==> src/rtl/cvxif_copro_issue_ctrl.sv <==
// CV-X-IF coprocessor front end: mask/match decode, issue/commit/result handshakes,
// and an in-order in-flight buffer that returns each op once committed and aged.
module cvxif_copro_issue_ctrl #(
    parameter int unsigned XLEN     = 32,
    parameter int unsigned NR_RS    = 3,
    parameter int unsigned ID_W     = 3,
    parameter int unsigned DEPTH    = 4,
    parameter int unsigned EXEC_LAT = 2
) (
    input  logic                    clk_i,
    input  logic                    rst_ni,
    input  logic                    issue_valid_i,
    output logic                    issue_ready_o,
    input  logic [31:0]             issue_instr_i,
    input  logic [ID_W-1:0]         issue_id_i,
    input  logic [NR_RS*XLEN-1:0]   issue_rs_i,
    input  logic [NR_RS-1:0]        issue_rs_valid_i,
    output logic                    issue_accept_o,
    output logic                    issue_writeback_o,
    output logic [NR_RS-1:0]        issue_regread_o,
    input  logic                    commit_valid_i,
    input  logic [ID_W-1:0]         commit_id_i,
    input  logic                    commit_kill_i,
    output logic                    result_valid_o,
    input  logic                    result_ready_i,
    output logic [ID_W-1:0]         result_id_o,
    output logic [4:0]              result_rd_o,
    output logic [XLEN-1:0]         result_data_o,
    output logic                    result_we_o,
    output logic                    busy_o
);

    localparam int unsigned PW  = $clog2(DEPTH);
    localparam int unsigned CW  = $clog2(EXEC_LAT + 1);
    localparam int unsigned SHW = $clog2(2 * XLEN);

    typedef struct packed {
        logic            valid;
        logic [ID_W-1:0] id;
        logic [4:0]      rd;
        logic [XLEN-1:0] data;
        logic [CW-1:0]   cnt;
        logic            committed;
        logic            killed;
    } entry_t;

    entry_t          buf_q [DEPTH];
    entry_t          buf_d [DEPTH];
    logic [PW-1:0]   head_q, head_d, tail_q, tail_d;
    logic [PW:0]     count_q, count_d;
    logic            res_valid_q, res_valid_d;
    logic [ID_W-1:0] res_id_q, res_id_d;
    logic [4:0]      res_rd_q, res_rd_d;
    logic [XLEN-1:0] res_data_q, res_data_d;
    logic            busy_q;

    logic [3*XLEN-1:0] rs_ext;
    logic [XLEN-1:0]   rs1, rs2, rs3, op_data;
    logic [2*XLEN-1:0] cat, rot;
    logic [SHW-1:0]    shamt;
    logic [2:0]        rr3;
    logic              dec_accept, dec_wb;
    logic              id_hit, kill_after_commit, full, push, pop, kill_head;

    // Decode and execute; first matching table row wins
    always_comb begin
        rs_ext  = (3*XLEN)'(issue_rs_i);
        rs1     = rs_ext[0 +: XLEN];
        rs2     = rs_ext[XLEN +: XLEN];
        rs3     = rs_ext[2*XLEN +: XLEN];
        cat     = {rs1, rs2};
        shamt   = issue_instr_i[25 +: SHW];
        for (int i = 0; i < 2*XLEN; i++) begin
            rot[i] = cat[SHW'(i) + shamt];
        end
        dec_accept = 1'b0;
        dec_wb     = 1'b0;
        rr3        = 3'b000;
        op_data    = '0;
        if ((issue_instr_i & 32'hFE00707F) == 32'h0000007B) begin
            dec_accept = 1'b1;
        end else if ((issue_instr_i & 32'hFE00707F) == 32'h0000107B) begin
            dec_accept = 1'b1; dec_wb = 1'b1; rr3 = 3'b011; op_data = rs1 + rs2;
        end else if ((issue_instr_i & 32'hFE00707F) == 32'h0200107B) begin
            dec_accept = 1'b1; dec_wb = 1'b1; rr3 = 3'b001; op_data = rs1 + rs1;
        end else if ((issue_instr_i & 32'hFE00707F) == 32'h0400107B) begin
            dec_accept = 1'b1; dec_wb = 1'b1; rr3 = 3'b010; op_data = rs2 + rs2;
        end else if ((NR_RS == 3) && ((issue_instr_i & 32'hFE00707F) == 32'h0800107B)) begin
            dec_accept = 1'b1; dec_wb = 1'b1; rr3 = 3'b111; op_data = rs1 + rs2 + rs3;
        end else if ((issue_instr_i & 32'h0000707F) == 32'h0000000B) begin
            dec_accept = 1'b1; dec_wb = 1'b1; rr3 = 3'b011; op_data = rot[2*XLEN-1 -: XLEN];
        end else if ((issue_instr_i & 32'h0000707F) == 32'h0000100B) begin
            dec_accept = 1'b1; dec_wb = 1'b1; rr3 = 3'b011; op_data = rot[XLEN-1:0];
        end
    end

    assign issue_accept_o    = dec_accept;
    assign issue_writeback_o = dec_wb;
    assign issue_regread_o   = NR_RS'(rr3);

    // Id lookups against live entries
    always_comb begin
        id_hit            = 1'b0;
        kill_after_commit = 1'b0;
        for (int i = 0; i < DEPTH; i++) begin
            if (buf_q[i].valid && buf_q[i].id == issue_id_i) id_hit = 1'b1;
            if (buf_q[i].valid && buf_q[i].id == commit_id_i && buf_q[i].committed)
                kill_after_commit = 1'b1;
        end
    end

    assign full          = (count_q == (PW+1)'(DEPTH));
    assign issue_ready_o = issue_valid_i & ~full & ~id_hit &
                           (~dec_accept | ((issue_regread_o & issue_rs_valid_i) == issue_regread_o));

    // Buffer next state: age, commit/kill, pop head, push tail, then derive the next result
    always_comb begin
        for (int i = 0; i < DEPTH; i++) buf_d[i] = buf_q[i];
        head_d    = head_q;
        tail_d    = tail_q;
        push      = issue_ready_o & dec_accept & dec_wb;
        kill_head = commit_valid_i & commit_kill_i & buf_q[head_q].valid &
                    (buf_q[head_q].id == commit_id_i) & ~buf_q[head_q].committed;
        pop       = (res_valid_q & result_ready_i) |
                    (buf_q[head_q].valid & ~res_valid_q & (buf_q[head_q].killed | kill_head));
        for (int i = 0; i < DEPTH; i++) begin
            if (buf_q[i].valid && buf_q[i].cnt != '0) buf_d[i].cnt = buf_q[i].cnt - CW'(1);
            if (commit_valid_i && buf_q[i].valid && buf_q[i].id == commit_id_i &&
                !buf_q[i].committed && !buf_q[i].killed) begin
                if (commit_kill_i) buf_d[i].killed    = 1'b1;
                else               buf_d[i].committed = 1'b1;
            end
        end
        if (pop) begin
            buf_d[head_q] = '0;
            head_d        = head_q + 1'b1;
        end
        if (push) begin
            buf_d[tail_q].valid     = 1'b1;
            buf_d[tail_q].id        = issue_id_i;
            buf_d[tail_q].rd        = issue_instr_i[11:7];
            buf_d[tail_q].data      = op_data;
            buf_d[tail_q].cnt       = CW'(EXEC_LAT);
            buf_d[tail_q].committed = commit_valid_i & (commit_id_i == issue_id_i) & ~commit_kill_i;
            buf_d[tail_q].killed    = commit_valid_i & (commit_id_i == issue_id_i) & commit_kill_i;
            tail_d                  = tail_q + 1'b1;
        end
        count_d     = count_q + (PW+1)'(push) - (PW+1)'(pop);
        res_valid_d = buf_d[head_d].valid & buf_d[head_d].committed &
                      ~buf_d[head_d].killed & (buf_d[head_d].cnt == '0);
        res_id_d    = res_valid_d ? buf_d[head_d].id   : '0;
        res_rd_d    = res_valid_d ? buf_d[head_d].rd   : '0;
        res_data_d  = res_valid_d ? buf_d[head_d].data : '0;
    end

    always_ff @(posedge clk_i or negedge rst_ni) begin
        if (!rst_ni) begin
            for (int i = 0; i < DEPTH; i++) buf_q[i] <= '0;
            head_q      <= '0;
            tail_q      <= '0;
            count_q     <= '0;
            res_valid_q <= 1'b0;
            res_id_q    <= '0;
            res_rd_q    <= '0;
            res_data_q  <= '0;
            busy_q      <= 1'b0;
        end else begin
            for (int i = 0; i < DEPTH; i++) buf_q[i] <= buf_d[i];
            head_q      <= head_d;
            tail_q      <= tail_d;
            count_q     <= count_d;
            res_valid_q <= res_valid_d;
            res_id_q    <= res_id_d;
            res_rd_q    <= res_rd_d;
            res_data_q  <= res_data_d;
            busy_q      <= (count_d != '0);
        end
    end

    assign result_valid_o = res_valid_q;
    assign result_id_o    = res_id_q;
    assign result_rd_o    = res_rd_q;
    assign result_data_o  = res_data_q;
    assign result_we_o    = res_valid_q;
    assign busy_o         = busy_q;

    // Killing an already-committed op is a core protocol error; the kill is ignored
    kill_after_commit_a: assert property (@(posedge clk_i) disable iff (!rst_ni)
        !(commit_valid_i && commit_kill_i && kill_after_commit));

endmodule

==> config.mk <==
export PLATFORM = sky130hd
export DESIGN_NAME = cvxif_copro_issue_ctrl
export DESIGN_NICKNAME = d
export VERILOG_FILES = /design/src/rtl/cvxif_copro_issue_ctrl.sv
export SDC_FILE = /design/constraint.sdc
export NUM_CORES = 1
export LEC_CHECK = 0
export ABC_CLOCK_PERIOD_IN_PS = 3100
export CORE_ASPECT_RATIO = 1.5
export CORE_MARGIN = 5
export CORE_UTILIZATION = 35
export CTS_BUF_LIST = sky130_fd_sc_hd__clkbuf_8
export DETAILED_ROUTE_END_ITERATION = 8
export GPL_TIMING_DRIVEN = 0
export SLEW_MARGIN = 20
export SYNTH_ARGS = -nofsm -noshare
export SYNTH_HDL_FRONTEND = slang
export SYNTH_SLANG_ARGS = --single-unit
==> constraint.sdc <==
create_clock -name clk_i -period 3.1 [get_ports clk_i]
set_input_delay 0.31 -clock clk_i [delete_from_list [all_inputs] [get_ports clk_i]]
set_output_delay 0.31 -clock clk_i [all_outputs]
set_load 0.05 [all_outputs]
== Word level (Yosys, flattened, before mapping) ==
Index checks and enable logic that the tools add are counted.
Word-level totals
  register bits after elaboration: 229
  bits of input ports: 143
  output and inout port bits: 49
  logic and storage cells: 478
Cells by class
  add/subtract/negate cells: 75
  magnitude comparators: 69
  equality and inequality tests: 19
  multiplexer cells: 205
  bitwise operators: 34
  reduce and logical (&&, ||, !) cells: 40
Operators with widths (number)
  bitwise mux 180 bit: 7
  demux 45 bit (select 2 bit): 8
  less-than comparator 6 x 7 -> 1 bit, second input constant: 64
  binary-select mux 1 bit (select 6 bit): 64
  two-way mux 180 bit: 2
  two-way mux 45 bit: 6
  two-way mux 32 bit: 8
  adder 6 bit, first input constant: 32
  bitwise AND 180 bit: 1
  binary-select mux 45 bit (select 2 bit): 2
  inverter 180 bit: 1
  adder 32 bit: 4
  adder 5 x 6 -> 6 bit, first input constant: 16
  two-way mux 1 bit: 85
  adder 4 x 6 -> 6 bit, first input constant: 8
  two-way mux 44 bit: 1
  two-way mux 41 bit: 1
  two-way mux 36 bit: 1
  == test 3 bit: 11
  logical AND 1 bit: 26
  adder 3 x 6 -> 6 bit, first input constant: 4
  two-way mux 2 bit: 12
  bitwise AND 1 bit: 18
  two-way mux 3 bit: 6
  26 further kinds: 54

== Longest topological paths before layout ==
Gate-level depths: netlist of run 1.
  word-level depth: 26
  mapped depth: 23
  mapped depth without buffers: 23

== Least setup slack after synthesis of run 1 ==
No wires, ideal clock.
  path type: input port to flip-flop
  from: input issue_rs_i[0]
  to: register res_data_q[30] (netlist: result_data_o[30])
  library setup time: 77 ps
  arrival time: 4539 ps
  data required time: 3023 ps
  path slack: -1516 ps
  stages on the path: 23
  path buffers: 0
  cell sequence: ha_1 inv_1 fa_1 nand2b_1 a21oi_1 o22ai_1 o21ai_1 o21ai_0 a21boi_0 o21ai_0 nand2b_1 xnor2_1 inv_1 ha_1 nand2_1 nor2_1 nand4_1 or2_2 mux2_2 a41oi_1 a22o_1 o2111ai_1 o21ai_1
RTL lines
  start, declared: line 16  | input logic [NR_RS*XLEN-1:0] issue_rs_i,
  end signal, assigned: line 175  | res_data_q <= res_data_d;
  end, declared: line 54  | logic [XLEN-1:0] res_data_q, res_data_d;

== Worst setup path after layout of run 1 ==
  from: input issue_rs_i[5]
  to: register res_data_q[22] (netlist: result_data_o[22])
On the way
  cells in the longest elaborated chain, start to end: 18
  elaborated cells between the ends (all ways): 23
  classes of those cells: 3 x add/sub; 20 x mux
Ends and longest elaborated chain
  branches (longest 7 deep; another with adder 32 bit)
  two-way mux 32 bit *: line 82  | end else if ((issue_instr_i & 32'hFE00707F) == 32'h0000107B) begin
  two-way mux 32 bit *: line 80  | if ((issue_instr_i & 32'hFE00707F) == 32'h0000007B) begin
  bitwise mux 180 bit *: line 142  | buf_d[tail_q].data = op_data;
  bitwise mux 180 bit *: line 143  | buf_d[tail_q].cnt = CW'(EXEC_LAT);
  bitwise mux 180 bit *: line 144  | buf_d[tail_q].committed = commit_valid_i & (commit_id_i == issue_id_i) & ~commit_kill_i;
  bitwise mux 180 bit *: line 145  | buf_d[tail_q].killed = commit_valid_i & (commit_id_i == issue_id_i) & commit_kill_i;
  two-way mux 180 bit *: line 138  | if (push) begin
  binary-select mux 45 bit (select 2 bit) *: line 153  | res_data_d = res_valid_d ? buf_d[head_d].data : '0;
  two-way mux 45 bit (not written as such) * (2 in a row): line 153
  two-way mux 32 bit *: line 153
  net res_data_d[22]: line 54
Mark *: on every way through the listed nets, which the timed path passes. The select of a mux whose other input is x is not followed.
A chain may end at the register's enable or synchronous reset.

==> impl_results.rst, run 1 <==
.. list-table::
   :header-rows: 1

   * - Metric
     - Value
   * - Buffers from clock root to sink, at most
     - 3
   * - Die Wd
     - 210 µm
   * - Min Clock Period, post-route
     - 4.08 ns
   * - Count of flip-flops with a built-in enable after synthesis
     - 0
   * - # nets final
     - 3033
   * - Top post-synthesis cells by count
     - sky130_fd_sc_hd__nand2_1 (259), sky130_fd_sc_hd__dfrtp_1 (229), sky130_fd_sc_hd__mux4_2 (142)
   * - Critical Path Max Stage Delay
     - 0.45 ns
   * - Die span in y
     - 310 µm
   * - Worst relative slew slack
     - 0.371
   * - Result of the run
     - finished with violations
   * - Power per standard cell area
     - 508 nW/µm²
   * - Endpoint type of the worst setup path
     - flop
   * - Pint
     - 9.20 mW
   * - Via total after detailed routing
     - 23535
   * - Global route total overflow
     - 0
   * - Global-route wire length before repair
     - 159000 µm
   * - Actual transition at the worst max-transition pin
     - 0.937 ns
   * - IO Pins
     - 192
   * - Cell row count
     - 110
   * - Clock slew seen by the registers of the worst setup and hold paths
     - 0.07 ns
   * - Die Area
     - 65300 µm²
   * - Cell Chain, Critical Path
     - buf_12, ha_4, a21o_1, or3_4, o22a_1, a31oi_1, a21oi_2, xor2_2, buf_6, ha_4, buf_6, a21oi_4, o21ai_2, o41a_1, a31oi_2, o31ai_4, xor2_2, a21oi_4, nor4b_2, o22ai_1, a21oi_2
   * - Initial core utilization
     - 0.352
   * - Detailed placement HPWL
     - 81500 µm
   * - Cell type group with the largest total delay on the critical path
     - compound AO/OA/AOI/OAI gates
   * - Peak supply drop
     - 0.000425 V
   * - Leakage power figure
     - 13.8 nW
   * - Max-cap violations
     - 0
   * - Register bit total from synthesis
     - 229
   * - Fraction of final layout cells sized beyond drive strength 1
     - 0.470
   * - Storage element area
     - 5730 µm²
   * - Hold Vio Cnt, Final
     - 0
   * - Post-synthesis cell count
     - 2219
   * - Multi-input gate area
     - 18400 µm²
   * - Cell types with the largest area share after synthesis
     - sky130_fd_sc_hd__dfrtp_1 (27%), sky130_fd_sc_hd__mux4_2 (15%), sky130_fd_sc_hd__ha_1 (5.9%)
   * - Fraction of met2 tracks used by global routing
     - 0.560
   * - Via count of the first global-routing pass
     - 23425
   * - Met1 track demand over resource
     - 0.336
   * - Number of failing setup endpoints in the final timing report
     - 164
   * - CTS tree
     - done
   * - Final Max Slew Viols
     - 0
   * - Count of buffering cells on the critical path with inverters included
     - 3
   * - Post-route ant nets
     - 0
   * - Cell area after technology mapping
     - 21100 µm²
   * - Library cell with the highest instance count after synthesis
     - sky130_fd_sc_hd__nand2_1
   * - Kind of start point of the critical path
     - primary input
   * - Worst Hold Slack
     - 0.0308 ns
   * - Portion of synthesized cell area occupied by the leading cell type
     - 0.272
   * - Violation count after the first detailed-routing iteration
     - 2269
   * - Aggregate global-route resource usage
     - 0.328
   * - Clk network pwr share
     - 0.171
   * - Critical path peak fanout
     - 6
   * - Unrepaired setup endpoints after global routing
     - true
   * - CTS sink count
     - 229
   * - Critical path type
     - primary input to flop
   * - Clock latency on the worst-skew pair
     - 0.64 ns
   * - Per-cell via count in the routed design
     - 6.54
   * - Number of antenna violations at the first check in global routing
     - 1
   * - Fillers
     - 5035
   * - H-tree Lvls
     - 1
   * - Req. time, crit path
     - 3.62 ns
   * - Core footprint
     - 59900 µm²
   * - Fraction of power spent switching nets
     - 0.450
   * - Library cell with the largest summed area after synthesis
     - sky130_fd_sc_hd__dfrtp_1
   * - Share of power burned in registers
     - 0.198
   * - Min setup slack post-route
     - -0.983 ns
   * - Most used flip-flop cell after synthesis
     - sky130_fd_sc_hd__dfrtp_1
   * - Post-synthesis async set-or-reset flop share
     - 1.00
   * - Buffers added on ports
     - 173
   * - Failing checks
     - negative setup slack
   * - Highest attainable clock frequency
     - 245 MHz
   * - Sum of negative setup slack
     - -72.52 ns
   * - Aggregate routed wire length
     - 115000 µm
   * - Synthesis-to-finish area growth
     - 56.3%
   * - Proportion of synthesized chip area in sequential cells
     - 0.272
   * - Psw
     - 7.53 mW
   * - Number of buffers created by CTS
     - 31
   * - Combinational group share of total power
     - 0.631
   * - Class of the tightest hold or removal check
     - primary input to flop
   * - Met3 Use GR
     - 0.0593
   * - Slowest cell on crit path
     - sky130_fd_sc_hd__o41a_1
   * - Wire length per cell after detailed routing
     - 31.9 µm
   * - Worst clock skew
     - 0.0363 ns
   * - DR DRC count
     - 0
   * - Distinct cell type count of the synthesized netlist
     - 97
   * - Mean cell area of the mapped netlist
     - 9.49 µm²
   * - Pin count of the biggest net entering global routing
     - 98
   * - Signal arrival time at the worst endpoint
     - 4.60 ns
   * - TritonRoute pass-1 iters
     - 9
   * - Total nets after synthesis
     - 2464
   * - Global routing's busiest layer
     - met2
   * - Final cycle utilization of the critical path
     - 1.32
   * - Buffer cell driving the clock tree root
     - sky130_fd_sc_hd__clkbuf_8
   * - Yosys warns
     - 0
   * - Global placement routability congestion
     - 1.06
placed cells by master, fill, tap and decap left out, types with 15 or more instances in the layout:
master,n
sky130_fd_sc_hd__a22o_1,32
sky130_fd_sc_hd__buf_6,97
sky130_fd_sc_hd__xnor2_2,21
sky130_fd_sc_hd__xnor2_1,67
sky130_fd_sc_hd__o21ai_0,36
sky130_fd_sc_hd__buf_2,29
sky130_fd_sc_hd__buf_12,50
sky130_fd_sc_hd__nand2_1,216
sky130_fd_sc_hd__and3_1,27
sky130_fd_sc_hd__clkbuf_1,16
sky130_fd_sc_hd__nor2_1,87
sky130_fd_sc_hd__mux2_2,16
sky130_fd_sc_hd__ha_1,41
sky130_fd_sc_hd__buf_4,285
sky130_fd_sc_hd__o21ai_1,32
sky130_fd_sc_hd__dfrtp_1,228
sky130_fd_sc_hd__dlygate4sd2_1,18
sky130_fd_sc_hd__nor3_1,23
sky130_fd_sc_hd__nand2_2,25
sky130_fd_sc_hd__xor2_1,30
sky130_fd_sc_hd__o21ai_2,46
sky130_fd_sc_hd__mux4_2,145
sky130_fd_sc_hd__nand2b_1,23
sky130_fd_sc_hd__clkbuf_8,47
sky130_fd_sc_hd__clkdlybuf4s50_1,91
sky130_fd_sc_hd__o211ai_1,27
sky130_fd_sc_hd__mux2i_1,59
sky130_fd_sc_hd__clkbuf_2,20
sky130_fd_sc_hd__clkbuf_4,17
sky130_fd_sc_hd__nand4_1,23
sky130_fd_sc_hd__nand3_1,72
sky130_fd_sc_hd__ha_4,50
sky130_fd_sc_hd__a21oi_4,15
sky130_fd_sc_hd__buf_8,23
sky130_fd_sc_hd__nor2_4,16
sky130_fd_sc_hd__a21oi_1,77
sky130_fd_sc_hd__a21o_1,36
sky130_fd_sc_hd__inv_1,53
sky130_fd_sc_hd__a21oi_2,38
path summary, 6_finish.rpt:
check	startpoint	to	slack [ns]	cells past startpoint
setup / recovery	issue_rs_i[5]	result_data_o[22]	-0.98	21
hold / removal	issue_id_i[0]	buf_q[176]	0.03	3
setup reg to reg	buf_q[42]	result_data_o[18]	-0.54	16
hold reg to reg	buf_q[149]	buf_q[149]	0.47	2
max in group asynchronous	rst_ni	buf_q[43]	1.58	4
min in group asynchronous	rst_ni	result_data_o[21]	0.19	2
worst reg2reg max path, cell delays in order, from the launching register on:
cell,delay (ns)
sky130_fd_sc_hd__dfrtp_1,0.43
sky130_fd_sc_hd__xnor2_1,0.16
sky130_fd_sc_hd__nand4_1,0.09
sky130_fd_sc_hd__and3_1,0.16
sky130_fd_sc_hd__nand4_1,0.25
sky130_fd_sc_hd__or4_4,0.59
sky130_fd_sc_hd__buf_6,0.16
sky130_fd_sc_hd__inv_4,0.06
sky130_fd_sc_hd__buf_4,0.10
sky130_fd_sc_hd__buf_6,0.09
sky130_fd_sc_hd__buf_4,0.12
sky130_fd_sc_hd__a31oi_4,0.10
sky130_fd_sc_hd__and2_1,0.16
sky130_fd_sc_hd__buf_2,0.20
sky130_fd_sc_hd__a221oi_1,0.52
sky130_fd_sc_hd__o21a_1,0.24
sky130_fd_sc_hd__nor3_2,0.08
flip-flops by register name (all words and copies together) (netlist names):
register / count
buf_q: 180
busy_o: 1
count_q: 3
head_q: 2
result_data_o: 32
result_id_o: 3
result_rd_o: 5
result_valid_o: 1
tail_q: 2
through the flow:
stage	instance area (µm²)	total power, mW	utilization	setup WS, ns	std cells
3_3_place_gp	24600	10.4	0.411	-7.99	3176
5_1_grt	32900	17.1	0.550	-1.06	3597
2_1_floorplan	21900	7.78	-	-0.962	2219
6_report	32900	16.7	0.550	-0.983	3597
3_5_place_dp	24700	10.4	0.412	-3.10	3180
4_1_cts	30700	15.4	0.513	-0.847	3488
repair_timing:
| item | in CTS | in global routing |
|---|---|---|
| cloned | 5 | 4 |
| hold endpoints to repair | 51 | 0 |
| buffers inserted | 258 | 124 |
| pin swaps | 241 | 182 |
| endpoints found under the setup margin | 235 | 202 |
| gates resized for setup | 999 | 349 |
| hold buffers | 1 | 0 |
power groups by stage:
stage / combinational [mW] / sequential (mW) / clock [mW]
global route: 10.8 / 3.32 / 2.99
finish: 10.6 / 3.30 / 2.86
CTS: 9.27 / 3.30 / 2.87
global placement: 7.00 / 3.36 / 0
floorplan: 3.98 / 3.81 / 0
detailed placement: 7.06 / 3.36 / 0
area by class of cell:
cell class	instances	share of cell area
diodes	1	0.0000760
plain buffers	134	0.0441
clock buffers	41	0.0171
clock inverters	16	0.00608
inverters	72	0.0104
multi-input cells	1773	0.559
flip-flops and latches	229	0.174
well taps	784	0.0298
repair buffers	547	0.159
logic make-up after synthesis:
group | count (synthesis) | synth area share
compound gates | 630 | 0.205
xor+xnor | 146 | 0.0614
fa+ha+maj | 102 | 0.0617
buf+inv | 217 | 0.0455
flops | 229 | 0.272
mux | 251 | 0.209
simple gates | 644 | 0.145
per-layer routing:
layer,part of all wire,vias to the layer above
met5,0,-
met1,0.32,11740
met4,0.13,0
met2,0.48,1528
met3,0.079,619
li1,-,9648
Note: power is estimated with default switching activity, not from simulation.
==> run 2: changes to the inputs <==
--- a/config.mk
+++ b/config.mk
@@ -7,7 +7,6 @@
 export LEC_CHECK = 0
 export ABC_CLOCK_PERIOD_IN_PS = 3100
 export CORE_ASPECT_RATIO = 1.5
-export CORE_MARGIN = 5
 export CORE_UTILIZATION = 35
 export CTS_BUF_LIST = sky130_fd_sc_hd__clkbuf_8
 export DETAILED_ROUTE_END_ITERATION = 8
==> run 2 against run 1 <==
Net effect: the run still ends with negative setup slack left; die area down 6.3%; final cell count down 0.25%; register-to-register slack better by 0.12 ns; first-iteration DRC count up 6.1%; clock-buffer cell count down 5; critical endpoint is now buf_q[77]; setup slack worse by 0.10 ns.
==> impl_results.rst, run 2 (synthesis gave the netlist of run 1 again) <==
.. list-table::
   :header-rows: 1

   * - Metric
     - Value
   * - Result of the run
     - finished with violations
   * - Failing checks
     - negative setup slack
   * - Post-Place Setup Slack
     - -3.45 ns (-0.350 ns)
   * - Cell row count
     - 109 (-0.91%)
   * - Initial core utilization
     - 0.356 (+0.00404)
   * - Min Clock Period, post-route
     - 4.19 ns (+0.104 ns)
   * - Hold Vio Cnt, Final
     - 0 (unchanged)
   * - Wire length per cell after detailed routing
     - 32.5 µm (+2.0%)
   * - Worst setup path start
     - issue_rs_i[0]
   * - DR DRC count
     - 0 (unchanged)
   * - IO Pins
     - 192 (unchanged)
   * - Cell Chain, Critical Path
     - buf_12, ha_4, inv_2, fa_2, nand2b_4, a21oi_4, buf_6, o22ai_4, o21ai_4, buf_6, o21ai_2, nor3b_4, nor2_2, ha_1, a21oi_2, o21bai_4, a21o_1, or4_4, o21ai_4, xnor2_2, nand2_1, a221o_1, mux2i_1
   * - TritonRoute pass-1 iters
     - 6 (-3)
   * - CTS sink count
     - 229 (unchanged)
   * - Fraction of final layout cells sized beyond drive strength 1
     - 0.460 (-0.0103)
   * - Unrepaired setup endpoints after global routing
     - true
   * - Buffer cell driving the clock tree root
     - sky130_fd_sc_hd__clkbuf_8
   * - Clock slew seen by the registers of the worst setup and hold paths
     - 0.08 ns (about the same)
   * - Aggregate routed wire length
     - 117000 µm (+1.7%)
   * - Final Max Slew Viols
     - 0 (unchanged)
   * - Aggregate global-route resource usage
     - 0.363 (+0.0352)
   * - Number of failing setup endpoints in the final timing report
     - 157 (-4.3%)
   * - Pin count of the biggest net entering global routing
     - 86 (-12%)
   * - Buffers added on ports
     - 173 (unchanged)
   * - Max reg flops
     - 180 (unchanged)
   * - Final cycle utilization of the critical path
     - 1.35 (+0.0337)
   * - Global route total overflow
     - 0 (unchanged)
   * - Startpoint of the worst register-to-register path
     - head_q[0]
   * - Min setup slack post-route
     - -1.09 ns (-0.104 ns)
   * - Synthesis-to-finish area growth
     - 55.4%
   * - Endpoint with the worst hold slack
     - buf_q[43]
   * - Largest Register
     - buf_q
   * - Max-cap violations
     - 0 (unchanged)
   * - Req. time, crit path
     - 3.66 ns (+0.04 ns)
   * - Post-route ant nets
     - 0 (unchanged)
   * - Signal arrival time at the worst endpoint
     - 4.75 ns (+0.15 ns)
   * - Most used cells in the layout excluding fill and tap cells
     - sky130_fd_sc_hd__buf_4 (282), sky130_fd_sc_hd__dfrtp_1 (225), sky130_fd_sc_hd__nand2_1 (220)
   * - Die Area
     - 61200 µm² (-6.3%)
   * - Clock latency on the worst-skew pair
     - 0.66 ns (+0.02 ns)
   * - Worst relative slew slack
     - 0.264 (-0.106)
   * - Endpoint type of the worst setup path
     - flop
   * - Count of buffering cells on the critical path with inverters included
     - 4 (+1)
   * - Class of the tightest hold or removal check
     - primary input to flop
   * - Power per standard cell area
     - 518 nW/µm² (+1.8%)
   * - Critical path peak fanout
     - 4 (-2)
   * - Global placement routability congestion
     - 1.03 (-2.6%)
   * - Final standard cell area without fillers
     - 32700 µm² (-0.57%)
   * - Most frequent standard cell in the layout excluding fill and tap cells
     - sky130_fd_sc_hd__buf_4
   * - Length in cells of the worst reg-to-reg path
     - 14 (-2)
   * - H-tree Lvls
     - 1 (unchanged)
   * - Sum of negative setup slack
     - -78.89 ns (-6.37 ns)
   * - Cells on Worst Hold Path
     - 3 (unchanged)
   * - Worst min-delay path startpoint
     - issue_id_i[2]
   * - Violation count after the first detailed-routing iteration
     - 2407 (+6.1%)
   * - Core footprint
     - 59200 µm² (-1.1%)
   * - Detailed placement HPWL
     - 81300 µm (-0.27%)
   * - Critical path type
     - primary input to flop
   * - Peak supply drop
     - 0.000337 V (-21%)
   * - Kind of start point of the critical path
     - primary input
   * - Critical Path Max Stage Delay
     - 0.45 ns (about the same)
   * - Worst clock skew
     - 0.0381 ns (+0.00182 ns)
   * - Number of buffers created by CTS
     - 31 (unchanged)
   * - Global-route wire length before repair
     - 160000 µm (+0.88%)
   * - Buffers from clock root to sink, at most
     - 3 (unchanged)
   * - Via total after detailed routing
     - 23560 (+0.11%)
   * - # nets final
     - 3032 (-0.033%)
   * - Worst r2r dst
     - result_data_o[22]
   * - Register-to-Register Setup Slack
     - -0.42 ns (+0.12 ns)
   * - Actual transition at the worst max-transition pin
     - 1.09 ns (+0.158 ns)
   * - Via count of the first global-routing pass
     - 23139 (-1.2%)
   * - Slowest cell on crit path
     - sky130_fd_sc_hd__a221o_1
   * - Highest attainable clock frequency
     - 239 MHz (-2.5%)
   * - Leakage power figure
     - 13.8 nW (-0.33%)
   * - Per-cell via count in the routed design
     - 6.57 (+0.36%)
   * - Placement Cell Area
     - 24700 µm² (about the same)
   * - CTS tree
     - done
   * - Number of antenna violations at the first check in global routing
     - 1 (unchanged)
   * - Die span in y
     - 302 µm (-2.6%)
   * - Die Wd
     - 202 µm (-3.8%)
   * - Cell type group with the largest total delay on the critical path
     - compound AO/OA/AOI/OAI gates
[run 2: cell count changes in the layout (fill, tap and decap cells not counted), moves of 7 or more]
cell	delta
sky130_fd_sc_hd__a21oi_2	-11
sky130_fd_sc_hd__buf_6	+12
sky130_fd_sc_hd__clkbuf_4	-8
sky130_fd_sc_hd__o21ai_0	+7
sky130_fd_sc_hd__mux2i_1	+8
sky130_fd_sc_hd__buf_12	-13
sky130_fd_sc_hd__o21ai_2	-10
[run 2: final cells by class]
type | instances | area (µm²)
timing repair buffer | 545 | 5210
sequential | 229 | 5740
antenna | 1 | 2.50
buffer | 135 | 1390
multi-input combinational | 1773 | 18300
clock inverter | 20 | 219
clock buffer | 36 | 495
tap | 777 | 972
inverter | 72 | 369
fill | 4966 | 26500
[run 2: worst max path at each step]
| stage | endpoint | slack, ns | cells past startpoint |
|---|---|---|---|
| 3_3_place_gp | result_data_o[0] | -7.98 | 1 |
| 2_1_floorplan | busy_o | -0.96 | 23 |
| 6_report | buf_q[77] | -1.09 | 23 |
| 5_1_grt | buf_q[77] | -1.13 | 20 |
| 3_5_place_dp | result_data_o[0] | -3.45 | 16 |
| 4_1_cts | result_data_o[16] | -0.94 | 19 |
[run 2: report_power, final]
group	total (mW)	internal [mW]	leakage, nW	switching, mW
logic	10.9	4.63	10.2	6.24
clock network	2.77	1.48	0.395	1.29
registers	3.30	3.19	3.16	0.114
total	16.9	9.30	13.8	7.64
[run 2: metrics by stage]
| stage | utilization | hold WS (ns) | total power, mW | cells |
|---|---|---|---|---|
| after floorplan | - | 0.0144 | 7.78 | 2219 |
| after CTS | 0.513 | 0.0329 | 15.4 | 3461 |
| final | 0.553 | 0.0237 | 16.9 | 3588 |
| after global routing | 0.553 | 0.0342 | 17.4 | 3588 |
| after detailed placement | 0.417 | 0.370 | 10.4 | 3174 |
| after global placement | 0.415 | 0.455 | 10.3 | 3169 |
[run 2: worst min-delay path, stage by stage]
cell,delay [ns]
sky130_fd_sc_hd__buf_2,0.17
sky130_fd_sc_hd__nand2_1,0.10
sky130_fd_sc_hd__nand2_1,0.05
[run 2: what timing repair did]
action | CTS | global route
pin swaps | 204 | 201
gates cloned | 8 | 3
setup endpoints to repair | 235 | 187
hold buffers | 1 | 0
buffers inserted | 230 | 139
endpoints found under the hold margin | 82 | 0
gates resized for setup | 964 | 329
[run 2: layer usage]
layer / vias up / global-route usage / share of wire
li1: 9631 / - / -
met4: 0 / 0.323 / 0.11
met1: 11648 / 0.370 / 0.32
met2: 1678 / 0.635 / 0.49
met3: 603 / 0.0659 / 0.083
met5: - / 0 / 0
